[config.mk]
export PLATFORM = sky130hd
export DESIGN_NAME = cdc_event_arbiter
export DESIGN_NICKNAME = d
export VERILOG_FILES = /design/src/rtl/cdc_event_arbiter.sv
export SDC_FILE = /design/constraint.sdc
export NUM_CORES = 1
export LEC_CHECK = 0
export BUFFER_PORTS_ARGS = -buffer_cell sky130_fd_sc_hd__buf_4
export CAP_MARGIN = 20
export CELL_PAD_IN_SITES_DETAIL_PLACEMENT = 0
export CELL_PAD_IN_SITES_GLOBAL_PLACEMENT = 1
export CORE_ASPECT_RATIO = 1.4
export CORE_MARGIN = 2
export CORE_UTILIZATION = 43
export CTS_CLUSTER_SIZE = 25
export DETAILED_ROUTE_END_ITERATION = 12
export PLACE_DENSITY = 0.82
export RECOVER_POWER = 100
export SLEW_MARGIN = 25
export SYNTH_ARGS = -nofsm -noshare
export SYNTH_HDL_FRONTEND = slang
export SYNTH_SLANG_ARGS = --single-unit
export TNS_END_PERCENT = 20
[constraint.sdc]
create_clock -name sysClk_i -period 2.9 [get_ports sysClk_i]
set_input_delay 0.58 -clock sysClk_i [delete_from_list [all_inputs] [get_ports sysClk_i]]
set_output_delay 0.58 -clock sysClk_i [all_outputs]
set_load 0.02 [all_outputs]
[src/rtl/cdc_event_arbiter.sv]
// -----------------------------------------------------------------------------
// cdc_event_arbiter
//
// Purpose:
//   Brings CHANNELS asynchronous event lines into the sysClk_i domain. Each
//   line goes through a 3-flop chain, and its edges are detected and latched
//   as pending events. A round-robin arbiter hands the pending events, one at a
//   time, to a single consumer through a valid/ack handshake.
//
// Handshake:
//   event_valid_o is high while an event is offered. event_id_o and
//   event_level_o stay stable for the whole offer. The offer completes on the
//   first sysClk_i edge that samples event_ack_i=1 while event_valid_o=1.
//   event_valid_o is low in the following cycle, so offers are always
//   separated by at least one idle cycle. event_ack_i is ignored when no offer
//   is present.
//
// Ports:
//   sysClk_i        : single clock for the whole block
//   reset_i         : synchronous, active-high reset
//   async_i         : asynchronous inputs, one per channel
//   event_valid_o   : an event is being offered
//   event_id_o      : channel of the offered event
//   event_level_o   : synchronized level of that channel, captured at grant
//   event_ack_i     : consumer accepts the offered event
//   pending_o       : per-channel pending flags
//   overrun_o       : sticky per-channel flags (edge while already pending)
//   clear_overrun_i : clears all overrun_o bits (a new overrun wins)
//
// Configuration macro:
//   CDC_EVENT_FALLING_EN : when defined, falling edges also raise events.
//                          When undefined, only rising edges do.
// -----------------------------------------------------------------------------
module cdc_event_arbiter #(
    parameter int CHANNELS = 4,
    parameter int ID_W     = $clog2(CHANNELS)
) (
    input  logic                sysClk_i,
    input  logic                reset_i,
    input  logic [CHANNELS-1:0] async_i,
    output logic                event_valid_o,
    output logic [ID_W-1:0]     event_id_o,
    output logic                event_level_o,
    input  logic                event_ack_i,
    output logic [CHANNELS-1:0] pending_o,
    output logic [CHANNELS-1:0] overrun_o,
    input  logic                clear_overrun_i
);

    typedef enum logic {
        ST_IDLE  = 1'b0,
        ST_OFFER = 1'b1
    } state_t;

    state_t state_q, state_d;

    // Synchronizer stages: sync1_q is the synchronized level, and
    // sync2_q is the previous synchronized level.
    logic [CHANNELS-1:0] sync0_q, sync1_q, sync2_q;
    logic [1:0]          arm_q;
    logic [CHANNELS-1:0] pending_q, overrun_q;
    logic [ID_W-1:0]     id_q, id_d;
    logic [ID_W-1:0]     last_q, last_d;
    logic                level_q, level_d;

    logic [CHANNELS-1:0]   rise;
    logic [CHANNELS-1:0]   edge_det;
    logic [CHANNELS-1:0]   ack_clr;
    logic                  ack_take;
    logic                  grant_found;
    logic [ID_W-1:0]       grant_id;
    logic [ID_W:0]         rot_amt;
    logic [2*CHANNELS-1:0] pend_rot;

    // Edge detection, masked until the arm counter saturates. Right after
    // reset the chain ramps up from 0, so an input held high through reset
    // would otherwise look like a rising edge.
    assign rise = sync1_q & ~sync2_q;

`ifdef CDC_EVENT_FALLING_EN
    logic [CHANNELS-1:0] fall;
    assign fall     = ~sync1_q & sync2_q;
    assign edge_det = (arm_q == 2'd3) ? (rise | fall) : '0;
`else
    assign edge_det = (arm_q == 2'd3) ? rise : '0;
`endif

    // Round-robin search. The pending vector is rotated so that bit 0
    // corresponds to channel last+1. The lowest set bit of the rotated vector
    // is then the winner. A rotation by CHANNELS (last = CHANNELS-1) leaves
    // the vector unrotated.
    assign rot_amt  = {1'b0, last_q} + {{ID_W{1'b0}}, 1'b1};
    assign pend_rot = {pending_q, pending_q} >> rot_amt;

    always_comb begin
        int sum;
        grant_found = 1'b0;
        grant_id    = '0;
        sum         = 0;
        for (int k = CHANNELS - 1; k >= 0; k--) begin
            if (pend_rot[k]) begin
                grant_found = 1'b1;
                sum = int'(last_q) + 1 + k;
                if (sum >= CHANNELS) begin
                    sum = sum - CHANNELS;
                end
                grant_id = ID_W'(sum);
            end
        end
    end

    // FSM next-state and handshake decode
    always_comb begin
        state_d  = state_q;
        id_d     = id_q;
        level_d  = level_q;
        last_d   = last_q;
        ack_take = 1'b0;
        case (state_q)
            ST_IDLE: begin
                if (grant_found) begin
                    id_d    = grant_id;
                    level_d = sync1_q[grant_id];
                    state_d = ST_OFFER;
                end
            end
            ST_OFFER: begin
                if (event_ack_i) begin
                    ack_take = 1'b1;
                    last_d   = id_q;
                    state_d  = ST_IDLE;
                end
            end
            default: state_d = ST_IDLE;
        endcase
    end

    always_comb begin
        ack_clr = '0;
        for (int c = 0; c < CHANNELS; c++) begin
            ack_clr[c] = ack_take && (id_q == ID_W'(c));
        end
    end

    always_ff @(posedge sysClk_i) begin
        if (reset_i) begin
            sync0_q   <= '0;
            sync1_q   <= '0;
            sync2_q   <= '0;
            arm_q     <= 2'd0;
            pending_q <= '0;
            overrun_q <= '0;
            state_q   <= ST_IDLE;
            id_q      <= '0;
            level_q   <= 1'b0;
            last_q    <= ID_W'(CHANNELS - 1);
        end else begin
            sync0_q <= async_i;
            sync1_q <= sync0_q;
            sync2_q <= sync1_q;
            if (arm_q != 2'd3) begin
                arm_q <= arm_q + 2'd1;
            end
            // A new edge on a channel that is being acked re-arms it, and
            // does not count as an overrun.
            pending_q <= (pending_q & ~ack_clr) | edge_det;
            overrun_q <= (clear_overrun_i ? '0 : overrun_q)
                       | (edge_det & pending_q & ~ack_clr);
            state_q   <= state_d;
            id_q      <= id_d;
            level_q   <= level_d;
            last_q    <= last_d;
        end
    end

    assign event_valid_o = (state_q == ST_OFFER);
    assign event_id_o    = id_q;
    assign event_level_o = level_q;
    assign pending_o     = pending_q;
    assign overrun_o     = overrun_q;

endmodule

==> results of run 1 <==
==> through the flow <==
step | cells | setup WS, ns | utilization (%)
2_1_floorplan | 106 | 1.47 | -
3_3_place_gp | 144 | 1.37 | 51.2
3_5_place_dp | 144 | 1.37 | 51.2
4_1_cts | 148 | 1.29 | 53.4
5_1_grt | 148 | 1.10 | 51.1
6_report | 148 | 1.23 | 51.1
==> flip-flops by register name, indices dropped and copies added (netlist names) <==
signal,cells
last_q,2
sync2_q,4
arm_q,2
sync1_q,4
overrun_o,4
event_level_o,1
event_valid_o,1
sync0_q,4
pending_o,4
event_id_o,2
==> logic make-up (layout without fill, tap and decap cells) <==
| family | Yosys count | after routing |
|---|---|---|
| flip-flops | 28 | 28 |
| XOR/XNOR | 1 | 1 |
| adder cells (fa/ha/maj) | 1 | 1 |
| AND/OR/NAND/NOR | 40 | 40 |
| AO/OA/AOI/OAI | 25 | 25 |
| multiplexers | 3 | 3 |
| buffers and inverters | 8 | 27 |
==> metal layers <==
layer,vias up,share of wire [%]
met5,-,0
met2,16,52
li1,407,-
met4,0,3.4
met3,7,3.0
met1,368,42
==> power breakdown <==
group,total (mW),switching [mW],internal (mW)
Combinational,0.0618,0.0331,0.0287
Clock,0.254,0.114,0.140
Sequential,0.416,0.0133,0.403
Total,0.732,0.161,0.572
==> final timing paths <==
| kind | from | end | cells after the start |
|---|---|---|---|
| hold reg to reg | sync0_q[2] | sync1_q[2] | 1 |
| setup reg to reg | pending_o[2] | event_level_o | 5 |
| hold / removal | async_i[3] | sync0_q[3] | 2 |
| setup / recovery | event_valid_o | event_valid_o | 1 |
==> cell usage in the layout, fill, tap and decap left out, types with 2 or more instances in the layout <==
cell type and n:
a211o_1 2, a211oi_1 4, a21oi_1 8, and3_1 2
buf_4 6, clkbuf_1 13, clkbuf_4 3, dfxtp_1 28
inv_1 4, mux2i_1 3, nand3b_1 6, nor2_1 12
nor2b_1 13, o31ai_1 2
==> layout make-up <==
cell class                      instances  area, sq um
Inverter                                4         15.0
Sequential cell                        28          561
Timing Repair Buffer                   19         93.8
Tap cell                               23         28.8
Clock inverter                          1         30.0
Fill cell                             237         1160
Multi-Input combinational cell         70          458
Clock buffer                            3         22.5
==> impl_metrics.env, run 1 <==
export IMPL_post_synth_top_count_cell="dfxtp_1"
export IMPL_end_kind="output port"
export IMPL_yosys_most_used_dff="dfxtp_1"
export IMPL_grt_max_degree=29
export IMPL_synthMuxAreaShare_pct=2.83
export IMPL_fp_row_count=21
export IMPL_postCtsResizedCells=0
export IMPL_yosysTopAreaCell="dfxtp_1"
export IMPL_synth_xor_area_share_pct=0.825
export IMPL_final_hold_violation_count=0
export IMPL_synthAdderAreaFrac_pct=1.18
export IMPL_synth_edf_count=0
export IMPL_slowest_stage="dfxtp_1"
export IMPL_die_area_sq_mm=0.00289
export IMPL_grt_pass1_vias=796
export IMPL_cts_sinks=28
export IMPL_critPathLaunchType="flop"
export IMPL_drt_antenna_violating_nets=0
export IMPL_synth_compound_area_share_pct=17.3
export IMPL_met3_usage_pct=2.02
export IMPL_synthArstFlopShare_pct=0
export IMPL_synth_top_family_by_area="simple AND/OR/NAND/NOR gates"
export IMPL_cts_tree="built"
export IMPL_crit_type="reg -> out"
export IMPL_grt_use_total_pct=15.3
export IMPL_slowest_delay_ns=0.50
export IMPL_tightest_slew_ns=1.11
export IMPL_max_freq_mhz=598
export IMPL_area_delta_synth_final_pct=13.9
export IMPL_fin_crit_ns=1.67
export IMPL_num_nets_final=135
export IMPL_synth_top_area_share_pct=52.8
export IMPL_drc=0
export IMPL_worstPathMaxFanout=9
export IMPL_ctsHtreeMaxLevel=1
export IMPL_diodes=0
export IMPL_critPathTopFamily="flip-flops"
export IMPL_cap_violations=0
export IMPL_port_buffers=19
export IMPL_status="complete, no violations"
export IMPL_grt_pass1_wl_um=3240
export IMPL_design_core_area_sq_mm=0.00236
export IMPL_hold_path_class="in -> reg"
export IMPL_yosysWarnings=0
export IMPL_syn_mean_instance_area_sq_um=10.0
export IMPL_ctsHoldBuffers=0
export IMPL_vdd_ir_drop_max_v=0.000395
export IMPL_cellLeakagePower_nw=0.464
export IMPL_holdWs_ns=0.447
export IMPL_syn_cell_area_sq_mm=0.00106
export IMPL_die_h_um=62.8
export IMPL_wl_um=1920
export IMPL_ctsLongestPathBuffers=2
export IMPL_antenna_found_initial=0
export IMPL_synth_seq_area_share_pct=52.8
export IMPL_die_w_um=46.0
export IMPL_max_slew_margin_pct=26.0
export IMPL_reg2reg_slack_ns=1.30
export IMPL_setup_viol=0
export IMPL_post_cts_buffers=0
export IMPL_path_cells="clkbuf_1"
export IMPL_total_power_mw=0.732
export IMPL_clk_latency_ns=0.33
export IMPL_fin_setup_tns_ns=0
export IMPL_synth_cell_types=31
export IMPL_cp_arrival_ns=1.09
export IMPL_synth_cells=106
export IMPL_vias=798
export IMPL_crit_buf_inv=1
export IMPL_busiest_layer="met2"
export IMPL_dpl_cell_area_sq_mm=0.00121
export IMPL_power_density_mw_per_mm2=606
export IMPL_synth_area_leaders="dfxtp_1, nor2b_1, nand3b_1"
export IMPL_grt_overflow=0
export IMPL_grtUsageMet1_pct=16.7
export IMPL_hpwl_um=1400
export IMPL_synth_seq_cells=28
export IMPL_root_buffer="clkbuf_4"
export IMPL_gp_congestion=0.819
export IMPL_drive_above_1_share_pct=11.2
export IMPL_fin_area_sq_mm=0.00121
export IMPL_top_level_ports=20
export IMPL_finClkSkew_ns=0.00255
export IMPL_via_per_inst=5.39
export IMPL_synth_top_cells_by_count="dfxtp_1, nor2b_1, nor2_1"
export IMPL_met2_usage_pct=25.5
export IMPL_routedWlPerCell_um=13.0
export IMPL_syn_nets=115
export IMPL_crit_required_ns=2.32
export IMPL_firstDrtPassIters=4
export IMPL_clk_pin_slew_ns=0.14
export IMPL_slew_violations=0
export IMPL_rsz0062_at_grt="false"
export IMPL_cts_buffers=3
export IMPL_initial_core_util_pct=44.9
export IMPL_dr_first_iter_drc_count=23
export IMPL_finalCritPeriodShare_pct=57.7
export IMPL_synthSimpleGateAreaFrac_pct=21.5
No activity file was read; power rests on OpenSTA's default activity.
==> run 2, diff against run 1 <==
- CORE_UTILIZATION: 43 -> 40
- PLACE_DENSITY: 0.82 -> 0.77
- clock period: 2.9 -> 1.7 ns (I/O delays scaled with it)
==> run 2 against run 1 <==
  * Count of clock-buffer cells in the layout stayed put
  * First-iteration DRC count fell by 48%
  * Register-to-register slack worse by 1.1 ns
  * Critical path type is now reg -> reg
  * Largest power group unchanged
  * Hold slack got worse by 0.24 ns
  * Die area rose by 6.9%
  * Critical path depth increased by 4
  * Final area up 2.4%
  * Sequential power grew 71%
  * Total power rose by 70%
  * Critical endpoint is now event_level_o
  * Combinational power increased by 76%
==> impl_metrics.env, run 2 (same netlist as run 1, synthesis figures left out) <==
export IMPL_status="complete, no violations"
export IMPL_cts_buffers=3
export IMPL_gp_congestion=0.781
export IMPL_final_hold_violation_count=0
export IMPL_grt_use_total_pct=15.4
export IMPL_cellLeakagePower_nw=0.470
export IMPL_finClkSkew_ns=0.0129
export IMPL_setup_viol=0
export IMPL_ctsLongestPathBuffers=2
export IMPL_postCtsResizedCells=0
export IMPL_diodes=0
export IMPL_cts_sinks=28
export IMPL_vias=817
export IMPL_ctsHtreeMaxLevel=1
export IMPL_port_buffers=19
export IMPL_grt_pass1_wl_um=3420
export IMPL_post_cts_buffers=0
export IMPL_clk_latency_ns=0.33
export IMPL_crit_buf_inv=0
export IMPL_fp_row_count=22
export IMPL_design_core_area_sq_mm=0.00256
export IMPL_firstDrtPassIters=3
export IMPL_rsz0062_at_grt="false"
export IMPL_hold_path_class="in -> reg"
export IMPL_mostFrequentLayoutCells="dfxtp_1, nor2b_1, clkbuf_1"
export IMPL_crit_type="reg -> reg"
export IMPL_die_w_um=47.5
export IMPL_drt_antenna_violating_nets=0
export IMPL_clk_pin_slew_ns=0.15
export IMPL_fin_util_pct=48.3
export IMPL_antenna_found_initial=0
export IMPL_drc=0
export IMPL_end_kind="flop"
export IMPL_slew_violations=0
export IMPL_worstPathMaxFanout=6
export IMPL_num_nets_final=136
export IMPL_dr_first_iter_drc_count=12
export IMPL_cap_violations=0
export IMPL_routedWlPerCell_um=12.2
export IMPL_area_delta_synth_final_pct=16.6
export IMPL_crit_required_ns=1.91
export IMPL_path_cells="nand2b_1 > a21oi_1 > a211oi_2 > mux2i_1 > a211oi_2"
export IMPL_die_h_um=64.9
export IMPL_tightest_slew_ns=1.12
export IMPL_drive_above_1_share_pct=12.7
export IMPL_grt_pass1_vias=818
export IMPL_top_level_ports=20
export IMPL_slowest_delay_ns=0.44
export IMPL_critPathTopFamily="compound AO/OA/AOI/OAI gates"
export IMPL_initial_core_util_pct=41.4
export IMPL_finalCritPeriodShare_pct=87.2
export IMPL_max_slew_margin_pct=25.6
export IMPL_grt_overflow=0
export IMPL_path_common_cell="a211oi_2"
export IMPL_cts_tree="built"
export IMPL_power_density_mw_per_mm2=1010
export IMPL_hpwl_um=1450
export IMPL_vdd_ir_drop_max_v=0.000569
export IMPL_reg2reg_depth=5
export IMPL_ctsHoldBuffers=0
export IMPL_fillCellCount=275
export IMPL_hold_depth=2
export IMPL_final_common_cell="dfxtp_1"
export IMPL_die_area_sq_mm=0.00309
export IMPL_max_freq_mhz=675
export IMPL_root_buffer="clkbuf_4"
export IMPL_wl_um=1980
export IMPL_fin_crit_ns=1.48
export IMPL_cp_depth=5
export IMPL_cp_arrival_ns=1.69
export IMPL_via_per_inst=5.04
export IMPL_slowest_stage="dfxtp_1"
export IMPL_grt_max_degree=29
export IMPL_critPathLaunchType="flop"
export IMPL_fin_setup_tns_ns=0
==> run 2: cell types whose count changed in the layout (fill, tap and decap cells not counted) <==
cell      delta
a211oi_1     -1
a211oi_2     +1
buf_4        +1
==> run 2: area by class of cell <==
| cell class | count | area [sq um] | area share (%) |
|---|---|---|---|
| inverter | 4 | 15.0 | 1.21 |
| clock inverter | 1 | 30.0 | 2.43 |
| multi-input combinational | 70 | 463 | 37.4 |
| clock buffer | 3 | 22.5 | 1.82 |
| sequential | 28 | 561 | 45.3 |
| tap | 36 | 45.0 | 3.64 |
| timing repair buffer | 20 | 101 | 8.19 |
==> run 2: per-layer routing <==
layer	up-vias	track usage [%]	wire, um
li1	408	-	-
met1	388	17.0	812
met2	15	26.2	1050
met3	6	3.62	59
met4	0	6.94	50
met5	-	0	0
==> run 2: worst reg2reg max path: cells and delay by family (launching register included) <==
kind / cells / cell delay (ns)
compound gates: 3 / 0.51
mux: 1 / 0.28
flops: 1 / 0.44
simple gates: 1 / 0.13
==> run 2: worst paths after layout <==
kind | startpoint | endpoint | slack [ns]
max | pending_o[2] | event_level_o | 0.22
min | async_i[0] | sync0_q[0] | 0.21
max reg2reg | pending_o[2] | event_level_o | 0.22
min reg2reg | sync0_q[3] | sync1_q[3] | 0.45
==> run 2: where the power goes <==
part | switching [mW] | total [mW] | internal [mW]
clock network | 0.190 | 0.429 | 0.239
logic | 0.0576 | 0.109 | 0.0512
registers | 0.0227 | 0.710 | 0.687
total | 0.270 | 1.25 | 0.977
==> run 2: through the flow <==
stage	area [sq um]	total power, mW	cells	hold WS (ns)	worst slack [ns]
finish	1240	1.25	162	0.209	0.218
global route	1240	1.31	162	0.196	0.0435
CTS	1290	1.27	162	0.205	0.207
detailed placement	1230	0.841	158	0.423	0.239
global placement	1230	0.836	158	0.420	0.282
floorplan	1060	0.800	106	0.414	0.272
==> run 3, diff against run 2 <==
- CORE_UTILIZATION: 40 -> 36
- PLACE_DENSITY: 0.77 -> 0.74
- TNS_END_PERCENT: 20 -> 30
- clock period: 1.7 -> 1.2 ns (I/O delays scaled with it)
==> run 3 against run 2 <==
  * The flow now finishes with violations (setup timing)
  * Cell count up 8.0%
  * Clock skew down 0.0096 ns
  * Die area is 10% higher
  * Flip-flop and latch count is the same
  * Combinational power increased by 80%
  * Final area is 18% higher
  * Sequential power up 40%
  * Total power grew 41%
  * Global-route usage shrank 0.70 points
  * Register-to-register slack got worse by 0.38 ns
  * Setup slack lost 0.38 ns
  * Critical endpoint unchanged
==> impl_metrics.env, run 3 (same netlist as run 1, synthesis figures left out) <==
export IMPL_crit_type="reg -> reg"
export IMPL_violations="setup timing"
export IMPL_die_h_um=68.2
export IMPL_port_buffers=19
export IMPL_vdd_ir_drop_max_v=0.000799
export IMPL_grt_use_total_pct=14.7
export IMPL_cap_violations=0
export IMPL_gp_congestion=0.869
export IMPL_reg2reg_slack_ns=-0.16
export IMPL_fillCellCount=270
export IMPL_grt_pass1_wl_um=3740
export IMPL_finClkSkew_ns=0.00338
export IMPL_ctsHoldBuffers=0
export IMPL_rsz0062_at_grt="true"
export IMPL_end_kind="flop"
export IMPL_tightest_slew_ns=0.517
export IMPL_num_nets_final=148
export IMPL_worstPathMaxFanout=5
export IMPL_die_w_um=49.9
export IMPL_finalCritPeriodShare_pct=113
export IMPL_hpwl_um=1570
export IMPL_root_buffer="clkbuf_8"
export IMPL_path_common_cell="a211oi_2"
export IMPL_clk_pin_slew_ns=0.09
export IMPL_firstDrtPassIters=4
export IMPL_cts_sinks=28
export IMPL_antenna_found_initial=0
export IMPL_hold_path_class="in -> reg"
export IMPL_grt_overflow=0
export IMPL_via_per_inst=4.74
export IMPL_top_level_ports=20
export IMPL_cts_tree="built"
export IMPL_max_freq_mhz=737
export IMPL_setup_viol=3
export IMPL_drc=0
export IMPL_status="finished, violations left"
export IMPL_slowest_stage="dfxtp_4"
export IMPL_cts_buffers=3
export IMPL_area_delta_synth_final_pct=38.1
export IMPL_wl_um=2200
export IMPL_slowest_delay_ns=0.38
export IMPL_multi_input_area_sq_um=539
export IMPL_initial_core_util_pct=37.2
export IMPL_vias=829
export IMPL_final_hold_violation_count=0
export IMPL_clk_latency_ns=0.26
export IMPL_cellLeakagePower_nw=0.584
export IMPL_setup_ws_ns=-0.157
export IMPL_design_core_area_sq_mm=0.00285
export IMPL_mostFrequentLayoutCells="buf_4, dfxtp_1, nor2b_1"
export IMPL_path_cells="inv_2 > a211oi_2 > a211oi_2 > mux2i_1 > a211oi_2"
export IMPL_slew_violations=0
export IMPL_ctsLongestPathBuffers=2
export IMPL_diodes=0
export IMPL_crit_required_ns=1.35
export IMPL_grt_max_degree=29
export IMPL_die_area_sq_mm=0.00340
export IMPL_dr_first_iter_drc_count=10
export IMPL_seq_area_sq_um=584
export IMPL_ctsHtreeMaxLevel=1
export IMPL_critPathLaunchType="flop"
export IMPL_fp_row_count=23
export IMPL_power_density_mw_per_mm2=1200
export IMPL_max_slew_margin_pct=65.6
export IMPL_final_common_cell="buf_4"
export IMPL_routedWlPerCell_um=12.6
export IMPL_total_power_mw=1.76
export IMPL_cp_arrival_ns=1.51
export IMPL_drt_antenna_violating_nets=0
export IMPL_grt_pass1_vias=824
export IMPL_fin_setup_tns_ns=-0.241
export IMPL_drive_above_1_share_pct=42.0
export IMPL_fin_crit_ns=1.36
run 3: path summary, 6_finish.rpt:
check / from / end / cells after the start
hold / removal: async_i[3] / sync0_q[3] / 2
setup reg to reg: pending_o[1] / event_level_o / 5
hold reg to reg: sync0_q[2] / sync1_q[2] / 1
setup / recovery: pending_o[1] / event_level_o / 5
run 3: where the power goes:
group	switching, mW	total, mW	internal (mW)
clock network	0.271	0.564	0.293
registers	0.0323	0.997	0.965
logic	0.0948	0.196	0.101
total	0.398	1.76	1.36
run 3: layout make-up:
class                           instances  area share [%]
Clock buffer                            4            3.76
Inverter                                4            1.20
Multi-Input combinational cell         70            36.8
Sequential cell                        28            39.9
Tap cell                               37            3.16
Timing Repair Buffer                   32            15.2
run 3: stage by stage:
step | worst slack [ns] | utilization (%) | std cells | instance area, sq um | hold WS (ns)
floorplan | -0.0888 | - | 106 | 1080 | 0.335
global placement | -0.107 | 46.9 | 170 | 1340 | 0.418
detailed placement | -0.161 | 46.9 | 170 | 1340 | 0.428
CTS | -0.154 | 50.6 | 175 | 1440 | 0.170
global route | -0.209 | 51.4 | 175 | 1470 | 0.166
finish | -0.157 | 51.4 | 175 | 1470 | 0.176
run 3: critical path, delay by kind of cell, from the launching register on:
kind,cells,cell delay (ns)
flip-flops,1,0.38
buffers and inverters,1,0.08
AO/OA/AOI/OAI,3,0.50
multiplexers,1,0.28
run 3: what timing repair did:
item	in CTS	in global routing
buffers inserted	1	0
setup endpoints to repair	4	9
hold endpoints to repair	0	0
resized for setup	14	14
pin swaps	3	1
run 3: routing by layer:
metal  GRT usage (%)  part of all wire (%)  vias to the layer above
met5               0                     0                        -
met4            6.25                  0.91                        0
met3            1.97                   1.8                        2
met2            28.5                    56                       11
met1            15.8                    41                      385
li1                -                     -                      431
